===== config.mk =====
export PLATFORM = sky130hd
export DESIGN_NAME = param_ram
export DESIGN_NICKNAME = d
export VERILOG_FILES = /design/src/rtl/param_ram.sv
export SDC_FILE = /design/constraint.sdc
export NUM_CORES = 1
export LEC_CHECK = 0
export ABC_AREA = 1
export CORE_ASPECT_RATIO = 1.25
export CORE_MARGIN = 2
export CORE_UTILIZATION = 30
export CTS_CLUSTER_DIAMETER = 100
export DETAILED_ROUTE_END_ITERATION = 8
export SKIP_CTS_REPAIR_TIMING = 1
export SKIP_LAST_GASP = 1
export SYNTH_ARGS = -nofsm -noshare
export SYNTH_HDL_FRONTEND = slang
export SYNTH_SLANG_ARGS = --single-unit

===== constraint.sdc =====
create_clock -name CLK -period 2.25 [get_ports CLK]
set_input_delay 0.3375 -clock CLK [delete_from_list [all_inputs] [get_ports CLK]]
set_output_delay 0.3375 -clock CLK [all_outputs]
set_load 0.03 [all_outputs]

===== src/rtl/param_ram.sv =====
// param_ram: word memory behind an enable/MFC handshake with programmable wait states,
// out-of-range address flagging and abort when the requester drops enable mid-access.
module param_ram #(
    parameter int DW    = 8,
    parameter int AW    = 8,
    parameter int DEPTH = 16,
    parameter int WAIT  = 2
) (
    input  logic          CLK,
    input  logic          RST_N,
    input  logic          enable,
    input  logic          rnw,
    input  logic [AW-1:0] MAR,
    input  logic [DW-1:0] bus,
    output logic [DW-1:0] MBR,
    output logic          MFC,
    output logic          ERR
);
    localparam int IW = DEPTH > 1 ? $clog2(DEPTH) : 1;
    localparam logic [AW:0] DEPTH_L = (AW+1)'(DEPTH);

    typedef enum logic [1:0] {IDLE, BUSY, DONE} state_t;

    state_t        state_q;
    logic [3:0]    cnt_q;
    logic [AW-1:0] addr_q;
    logic          rnw_q;
    logic [DW-1:0] data_q;
    logic [DW-1:0] mbr_q;
    logic          mfc_q;
    logic          err_q;
    logic [DW-1:0] mem [DEPTH];

    logic          hit;
    logic          fin;
    logic [IW-1:0] idx;

    assign hit = {1'b0, addr_q} < DEPTH_L;
    assign idx = addr_q[IW-1:0];
    assign fin = state_q == BUSY && enable && cnt_q == 4'd0;

    // The accept edge is followed by WAIT counted cycles, so DONE (and MFC) land WAIT+1 edges later.
    always_ff @(posedge CLK or negedge RST_N) begin
        if (!RST_N) begin
            state_q <= IDLE;
            cnt_q   <= '0;
            addr_q  <= '0;
            rnw_q   <= 1'b0;
            data_q  <= '0;
            mbr_q   <= '0;
            mfc_q   <= 1'b0;
            err_q   <= 1'b0;
        end else begin
            case (state_q)
                IDLE: if (enable) begin
                    addr_q  <= MAR;
                    rnw_q   <= rnw;
                    data_q  <= bus;
                    cnt_q   <= 4'(WAIT);
                    state_q <= BUSY;
                end
                BUSY: if (!enable) begin
                    state_q <= IDLE;
                    cnt_q   <= '0;
                end else if (cnt_q == 4'd0) begin
                    state_q <= DONE;
                    mfc_q   <= 1'b1;
                    err_q   <= !hit;
                    if (rnw_q) mbr_q <= hit ? mem[idx] : '0;
                end else begin
                    cnt_q <= cnt_q - 4'd1;
                end
                DONE: if (!enable) begin
                    state_q <= IDLE;
                    mfc_q   <= 1'b0;
                    err_q   <= 1'b0;
                end
                default: state_q <= IDLE;
            endcase
        end
    end

    // Storage is deliberately outside the reset domain: contents survive reset.
    always_ff @(posedge CLK) begin
        if (fin && !rnw_q && hit) mem[idx] <= data_q;
    end

    assign MBR = mbr_q;
    assign MFC = mfc_q;
    assign ERR = err_q;
endmodule


==> reports/qor.txt, run 1 <==
drt wl/cell: 15.3 um
number of DRC markers in iteration 0: 310
CTS tree: built
worst slew pin tran: 826 ps
Fmax achieved: 492 MHz
fin. max-slew vios: 0
area grow syn2layout: 21.7%
unrepaired setup endpoints after global routing: false
maximum VDD drop: 0.000625 V
Layout Nets: 740
total die area: 23600 um^2
library cells used by synthesis: 22
Longest Clk Path Bufs: 2
pre-CTS WS: 10.5 ps
GRT Residual Overflow: 0
Skew-Pair Late Insertion Delay: 420 ps
number of vias per cell: 4.46
pin count of the biggest net entering global routing: 41
row cnt: 61
Final Non-Filler Cells: 1014
Critical Path End Type: register
Final Hold Fails: 0
share of the clock period used by the worst path: 90.2%
minimum clock period: 2030 ps
DRC viols: 0
Core Region: 22100 um^2
initial core utilization: 30.4%
Die Y-Extent: 171 um
vias in the first global route: 4591
Post-DRT Antenna Nets: 0
LEAKAGE: 3.47 nW
htree depth: 4
CTS Sinks: 161
final number of setup-violating endpoints: 0
# IOs: 30
Critical Path AT: 2150 ps
most common cell after layout, fill and taps aside: nand2_1
max_slew headroom: 45.0%
Clock Skew: 11.0 ps
FF-to-FF path depth: 10
Placed Cells incl. Taps: 981
Routed Wire Length: 15.5 mm
via count: 4525
Antenna Cells: 0
final worst slack: 219 ps
Die X: 138 um
most frequent cells in the layout: nand2_1 (367), edfxtp_1 (128), buf_4 (37), nor2_1 (34), dfrtp_1 (32)
cts bufs inserted: 17
crit path launch type: register
port bufs: 29
Crit Path Class: reg -> reg
register area share after synthesis: 69.5%
Worst Path Required: 2370 ps
Seq cells post-synth: 161
Pre-antenna DRT Iters: 5
Max-Cap Viols: 0
share of cells above drive strength 1: 11.1%
syn_nets: 675
Worst Hold Slack: 359 ps
global-route wire length before repair: 24.1 mm
Root Driver: clkbuf_16
pwr dens: 1240 nW/um^2
Post-Syn Area per Cell: 10.3 um^2
initial antenna violation count: 0
status: finished clean
clock transition at the registers of the reported paths: 60 ps
mapped cell area: 6720 um^2
Sum Neg Setup Slack: 0 ps
All-Layer GR Usage: 14.1%
post-DP HPWL: 10.3 mm
Min-Delay Path Class: in -> async
gpl congestion: 0.828
Syn Inst Count: 653
Ys Warns: 0
crit-path max FO: 8
total power: 10.1 mW
-- critical path, cell delays in order, from the launching register on --
cell	delay (ps)
dfrtp_1	360
inv_1	110
ha_1	180
nand2_1	50
nor2_1	130
nand2_1	120
nor3_4	200
nand3_1	130
buf_4	180
nor2_1	90
buf_4	180
-- layer usage --
metal	vias up	share of wire [%]	GRT usage [%]
li1	2241	-	-
met1	2141	41	16.1
met2	121	52	25.1
met3	22	4.8	3.04
met4	0	2.2	6.43
met5	-	0	0
-- state kept, by name, indices dropped and copies added (netlist names) --
register and cells:
mem 128, MBR 8, addr_q 8, data_q 8, cnt_q 4, state_q 2, ERR 1, MFC 1
rnw_q 1
-- power breakdown --
group	internal, mW	switching (mW)
logic	0.914	1.83
registers	3.83	0.637
clock network	1.77	1.14
total	6.51	3.61
-- synthesized netlist by cell type --
| cell type | instances | area, um^2 |
|---|---|---|
| nand2_1 | 367 | 1380 |
| edfxtp_1 | 128 | 3840 |
| nor2_1 | 34 | 128 |
| dfrtp_1 | 33 | 826 |
| inv_1 | 15 | 56.3 |
| buf_2 | 12 | 60.1 |
| mux2_1 | 11 | 124 |
| nand3_1 | 10 | 50.1 |
| o21ai_1 | 9 | 45.0 |
| a21oi_1 | 5 | 25.0 |
| buf_4 | 5 | 37.5 |
| clkbuf_1 | 5 | 18.8 |
| o21ai_0 | 5 | 25.0 |
| inv_2 | 4 | 15.0 |
| ha_1 | 2 | 25.0 |
| mux2_2 | 2 | 22.5 |
| and3_1 | 1 | 6.26 |
| buf_1 | 1 | 3.75 |
| nand2_2 | 1 | 6.26 |
| nor2_2 | 1 | 6.26 |
| nor2_4 | 1 | 11.3 |
| nor3_2 | 1 | 10.0 |
-- worst paths after layout --
kind	to	slack [ps]	from
max in group asynchronous	data_q[0]	1400	RST_N
worst min register to register	MBR[3]	480	MBR[3]
worst max-delay path	mem[11][4]	220	cnt_q[1]
min in group CLK	MBR[3]	480	MBR[3]
worst min-delay path	ERR	360	RST_N
worst max register to register	mem[11][4]	220	cnt_q[1]
-- area by class of cell --
class | instances | area, um^2
Inverter | 19 | 71.3
Multi-Input combinational cell | 450 | 1870
Clock inverter | 13 | 160
Fill cell | 2203 | 14000
Clock buffer | 19 | 443
Tap cell | 283 | 354
Timing Repair Buffer | 69 | 613
Sequential cell | 161 | 4670
-- per-stage QoR --
step | instance area, um^2 | utilization, %
after detailed placement | 7560 | 34.2
after global routing | 8180 | 37.0
after global placement | 7560 | 34.2
after floorplan | 6720 | -
final | 8180 | 37.0
after CTS | 8160 | 36.9
-- cell families (layout without fill, tap and decap cells) --
group	count (synthesis)	after routing	synth area share (%)
simple gates	416	416	23.7
flops	161	161	69.5
buf+inv	42	120	2.85
compound gates	19	19	1.41
mux	13	13	2.18
fa+ha+maj	2	2	0.372
Note: power is estimated with default switching activity, not from simulation.
==> run 2: changes to the inputs <==
SETUP_SLACK_MARGIN = 0.4   (was unset)
==> run 2 against run 1 <==
  * First-iteration DRC count increased by 19%
  * Clock skew decreased by 2.4 ps
  * Die area unchanged
  * Clock-buffer cell count up 3
  * Combinational power increased by 5%
==> reports/qor.txt, run 2 (same netlist as run 1, synthesis figures left out) <==
Biggest register: mem (unchanged)
GRT Residual Overflow: 0 (unchanged)
global-route wire length before repair: 24.4 mm (was 24.1 mm)
Max-Cap Viols: 0 (unchanged)
Worst Hold Slack: 322 ps (was 359 ps)
most common cell after layout, fill and taps aside: nand2_1 (unchanged)
Min-Delay Path Class: in -> async (unchanged)
status: finished clean (unchanged)
Antenna Cells: 0 (unchanged)
CP top delay family: simple AND/OR/NAND/NOR gates (unchanged)
crit path from: cnt_q[1] (unchanged)
via count: 4572 (was 4525)
clock transition at the registers of the reported paths: 60 ps (about the same)
minimum clock period: 2010 ps (was 2030 ps)
most frequent cells in the layout: nand2_1 (365), edfxtp_1 (128), dfrtp_1 (32), clkdlybuf4s50_1 (26), buf_6 (23) (was nand2_1 (367), edfxtp_1 (128), buf_4 (37), nor2_1 (34), dfrtp_1 (32))
post-DP HPWL: 10.3 mm (about the same)
max_slew headroom: 43.7% (was 45.0%)
Worst path slowest cell: dfrtp_1 (unchanged)
initial core utilization: 30.4% (unchanged)
final number of setup-violating endpoints: 0 (unchanged)
Die Y-Extent: 171 um (unchanged)
Critical Path End Type: register (unchanged)
Buf/Inv on CP: 3 (unchanged)
LEAKAGE: 3.53 nW (was 3.47 nW)
Core Region: 22100 um^2 (unchanged)
Final Hold Fails: 0 (unchanged)
cts bufs inserted: 17 (unchanged)
crit path launch type: register (unchanged)
htree depth: 4 (unchanged)
Critical Path AT: 2150 ps (about the same)
All-Layer GR Usage: 14.2% (was 14.1%)
crit-path max FO: 8 (unchanged)
# fillers: 2167 (was 2203)
Fmax achieved: 497 MHz (was 492 MHz)
total die area: 23600 um^2 (unchanged)
number of DRC markers in iteration 0: 368 (was 310)
share of cells above drive strength 1: 14.3% (was 11.1%)
worst slew pin tran: 845 ps (was 826 ps)
vias in the first global route: 4615 (was 4591)
Clock Skew: 8.65 ps (was 11.0 ps)
maximum VDD drop: 0.000558 V (was 0.000625 V)
Post-DRT Antenna Nets: 0 (unchanged)
gpl congestion: 0.857 (was 0.828)
drt wl/cell: 15.6 um (was 15.3 um)
sequence of cells on the critical path: inv_2 -> ha_4 -> nand2_4 -> nor2_4 -> nand2_2 -> nor3_4 -> nand3_2 -> buf_6 -> nor2_4 -> buf_6 (was inv_1 -> ha_1 -> nand2_1 -> nor2_1 -> nand2_1 -> nor3_4 -> nand3_1 -> buf_4 -> nor2_1 -> buf_4)
Routed Wire Length: 15.8 mm (was 15.5 mm)
share of the clock period used by the worst path: 89.4% (was 90.2%)
area grow syn2layout: 24.9% (was 21.7%)
fin. max-slew vios: 0 (unchanged)
# IOs: 30 (unchanged)
Layout Nets: 742 (was 740)
Skew-Pair Late Insertion Delay: 420 ps (about the same)
Critical Path Max Stage Delay: 370 ps (was 360 ps)
Root Driver: clkbuf_16 (unchanged)
pin count of the biggest net entering global routing: 36 (was 41)
R2R Setup Slk: 240 ps (was 220 ps)
Longest Clk Path Bufs: 2 (unchanged)
Worst Path Required: 2380 ps (was 2370 ps)
Pre-antenna DRT Iters: 4 (was 5)
number of vias per cell: 4.50 (was 4.46)
unrepaired setup endpoints after global routing: true (was false)
Die X: 138 um (unchanged)
RR Endpoint: mem[11][1] (was mem[11][4])
pwr dens: 1220 nW/um^2 (was 1240 nW/um^2)
Sum Neg Setup Slack: 0 ps (unchanged)
row cnt: 61 (unchanged)
reg2reg start: cnt_q[1] (unchanged)
initial antenna violation count: 0 (unchanged)
DRC viols: 0 (unchanged)
Largest register FFs: 128 (unchanged)
port bufs: 29 (unchanged)
Crit Path Class: reg -> reg (unchanged)
CTS tree: built (unchanged)
CTS Sinks: 161 (unchanged)
FF-to-FF path depth: 10 (unchanged)
## run 2: changes by cell type in the layout (fill, tap and decap cells not counted), moves of 3 or more
cell,before,now
buf_4,37,18
nor2_4,1,16
buf_6,0,23
nor2_1,34,17
clkbuf_1,1,4
## run 2: stage by stage
step	total power [mW]	cells	worst slack, ps	util (%)	cell area [um^2]
2_1_floorplan	6.11	653	339	-	6760
3_3_place_gp	7.24	981	5.38	34.2	7580
3_5_place_dp	7.26	981	10.0	34.2	7580
4_1_cts	10.1	1013	172	36.9	8170
5_1_grt	10.8	1016	166	37.9	8400
6_report	10.2	1016	239	37.9	8400
## run 2: cell type report
type	count	area, um^2	share of cell area (%)
sequential	161	4670	55.6
inverter	19	71.3	0.849
tap	283	354	4.22
timing repair buffer	71	694	8.27
clock buffer	22	454	5.41
clock inverter	10	135	1.61
multi-input combinational	450	2020	24.0
## run 2: how the worst max path moves through the flow
stage            endpoint  slack, ps  cells past startpoint
2_1_floorplan   mem[0][0]        340                      8
3_3_place_gp   mem[11][4]          5                      9
3_5_place_dp    mem[7][1]         10                      9
4_1_cts         mem[7][1]        170                     10
5_1_grt         mem[4][5]        170                     10
6_report       mem[11][1]        240                     10
## run 2: metal layers
layer / track usage, % / routed length, um / vias up
met5: 0 / 0 / -
met4: 7.32 / 596 / 0
met3: 3.86 / 857 / 41
met2: 23.6 / 7910 / 123
met1: 16.7 / 6470 / 2165
li1: - / - / 2243
## run 2: power breakdown
part / leakage (nW) / switching [mW] / internal, mW
registers: 1.56 / 0.659 / 3.83
logic: 1.70 / 1.94 / 0.934
clock network: 0.276 / 1.10 / 1.77
total: 3.53 / 3.69 / 6.53
==> run 3: changes to the inputs <==
CORE_UTILIZATION = 49   (was 30)
PLACE_DENSITY_LB_ADDON = 0.12   (was unset)
==> run 3 against run 2 <==
  * Total power shrank 0.19%
  * Sequential cell count is the same
  * Setup slack lost 46 ps
  * Final area shrank 0.92%
  * Clock skew shrank 0.99 ps
  * Combinational power is essentially flat
  * Via count grew 2.3%
  * Clock-buffer cell count shrank 2
  * Clock power shrank 2%
  * Final cell count shrank 11%
  * Critical endpoint is now mem[9][2]
  * Largest cell class unchanged
  * Highest routed layer unchanged
==> reports/qor.txt, run 3 (same netlist as run 1, synthesis figures left out) <==
Crit Path Class: reg -> reg (unchanged)
Routed Wire Length: 15.5 mm (was 15.8 mm)
max_slew headroom: 43.1% (was 43.7%)
Final Hold Fails: 0 (unchanged)
Biggest register: mem (unchanged)
minimum clock period: 2060 ps (was 2010 ps)
FF/Latch Area: 4670 um^2 (about the same)
Fmax achieved: 486 MHz (was 497 MHz)
worst slew pin tran: 853 ps (was 845 ps)
Critical Path Max Stage Delay: 380 ps (was 370 ps)
CP Depth: 10 (unchanged)
Buf/Inv on CP: 3 (unchanged)
Root Driver: clkbuf_16 (unchanged)
Antenna Cells: 0 (unchanged)
FF-to-FF path depth: 10 (unchanged)
number of vias per cell: 5.16 (was 4.50)
maximum VDD drop: 0.000829 V (was 0.000558 V)
total die area: 14700 um^2 (was 23600 um^2)
port bufs: 29 (unchanged)
number of DRC markers in iteration 0: 349 (was 368)
Longest Clk Path Bufs: 2 (unchanged)
cts bufs inserted: 17 (unchanged)
initial antenna violation count: 0 (unchanged)
Die X: 109 um (was 138 um)
area grow syn2layout: 23.8% (was 24.9%)
drt wl/cell: 17.0 um (was 15.6 um)
via count: 4677 (was 4572)
pin count of the biggest net entering global routing: 36 (unchanged)
clock transition at the registers of the reported paths: 60 ps (about the same)
Skew-Pair Late Insertion Delay: 420 ps (about the same)
Worst path slowest cell: dfrtp_1 (unchanged)
post-DP HPWL: 10.0 mm (was 10.3 mm)
most common cell after layout, fill and taps aside: nand2_1 (unchanged)
Worst Hold Slack: 395 ps (was 322 ps)
Sum Neg Setup Slack: 0 ps (unchanged)
final number of setup-violating endpoints: 0 (unchanged)
crit path launch type: register (unchanged)
Worst Path Required: 2380 ps (about the same)
GRT Residual Overflow: 0 (unchanged)
Multi-input gate area: 2030 um^2 (was 2020 um^2)
Largest register FFs: 128 (unchanged)
Critical Path End Type: register (unchanged)
Clock Skew: 7.66 ps (was 8.65 ps)
Pre-antenna DRT Iters: 5 (was 4)
DRC viols: 0 (unchanged)
status: finished clean (unchanged)
Max-Cap Viols: 0 (unchanged)
most frequent cells in the layout: nand2_1 (365), edfxtp_1 (128), dfrtp_1 (32), clkdlybuf4s50_1 (27), buf_6 (23) (was nand2_1 (365), edfxtp_1 (128), dfrtp_1 (32), clkdlybuf4s50_1 (26), buf_6 (23))
share of cells above drive strength 1: 15.2% (was 14.3%)
# fillers: 1080 (was 2167)
All-Layer GR Usage: 22.4% (was 14.2%)
vias in the first global route: 4696 (was 4615)
CTS Sinks: 161 (unchanged)
gpl congestion: 0.856 (was 0.857)
share of the clock period used by the worst path: 91.4% (was 89.4%)
CP top delay family: simple AND/OR/NAND/NOR gates (unchanged)
initial core utilization: 50.4% (was 30.4%)
htree depth: 4 (unchanged)
row cnt: 47 (was 61)
LEAKAGE: 3.53 nW (about the same)
pwr dens: 1230 nW/um^2 (was 1220 nW/um^2)
Min-Delay Path Class: in -> async (unchanged)
unrepaired setup endpoints after global routing: true (unchanged)
Post-DRT Antenna Nets: 0 (unchanged)
fin. max-slew vios: 0 (unchanged)
sequence of cells on the critical path: inv_2 -> ha_4 -> nand2_4 -> nor2_4 -> nand2_2 -> nor3_4 -> nand3_2 -> buf_6 -> nor2_4 -> buf_6 (unchanged)
CTS tree: built (unchanged)
# IOs: 30 (unchanged)
Die Y-Extent: 135 um (was 171 um)
Core Region: 13300 um^2 (was 22100 um^2)
Layout Nets: 745 (was 742)
crit-path max FO: 8 (unchanged)
Critical Path AT: 2190 ps (was 2150 ps)
global-route wire length before repair: 24.2 mm (was 24.4 mm)
-- run 3: cell count changes in the layout (fill, tap and decap cells not counted), sizes merged --
cell,delta
clkbuf,-1
dlymetal6s2s,-1
bufinv,-1
inv,+1
clkinv,+2
buf,+2
clkdlybuf4s50,+1
-- run 3: power breakdown --
group	internal, mW	switching, mW
sequential	3.83	0.699
combinational	0.956	1.92
clock	1.67	1.13
total	6.45	3.75
-- run 3: area by class of cell --
class	instances	area share, %
timing repair buffer	74	9.04
clock inverter	12	1.62
inverter	19	0.857
sequential	161	56.2
clock buffer	20	5.37
tap	171	2.57
multi-input combinational	450	24.4
-- run 3: stage by stage --
step | area (um^2) | worst slack [ps] | power (mW) | utilization [%] | instances
finish | 8320 | 193 | 10.2 | 62.3 | 907
global placement | 7470 | -43.6 | 7.18 | 56.0 | 869
CTS | 8060 | 110 | 10.0 | 60.3 | 901
detailed placement | 7470 | -15.6 | 7.24 | 56.0 | 869
global route | 8320 | 122 | 10.7 | 62.3 | 907
floorplan | 6760 | 339 | 6.11 | - | 653
-- run 3: worst register-to-register path: stages, from the launching register on --
cell and delay [ps]:
dfrtp_1 380, inv_2 110, ha_4 160, nand2_4 50, nor2_4 110, nand2_2 80
nor3_4 320, nand3_2 160, buf_6 170, nor2_4 110, buf_6 140
-- run 3: final timing paths --
| kind | from | slack (ps) | end |
|---|---|---|---|
| min in group CLK | MFC | 480 | MFC |
| max reg2reg | cnt_q[1] | 190 | mem[9][2] |
| min reg2reg | MFC | 480 | MFC |
| min | RST_N | 390 | ERR |
| max | cnt_q[1] | 190 | mem[9][2] |
| max in group asynchronous | RST_N | 1240 | MBR[0] |
-- run 3: routing by layer --
| metal | part of all wire [%] | up-vias | track usage, % |
|---|---|---|---|
| met1 | 43 | 2264 | 28.7 |
| met4 | 2.0 | 0 | 8.12 |
| met3 | 3.9 | 23 | 4.15 |
| met2 | 51 | 141 | 38.1 |
| li1 | - | 2249 | - |
| met5 | 0 | - | 0 |
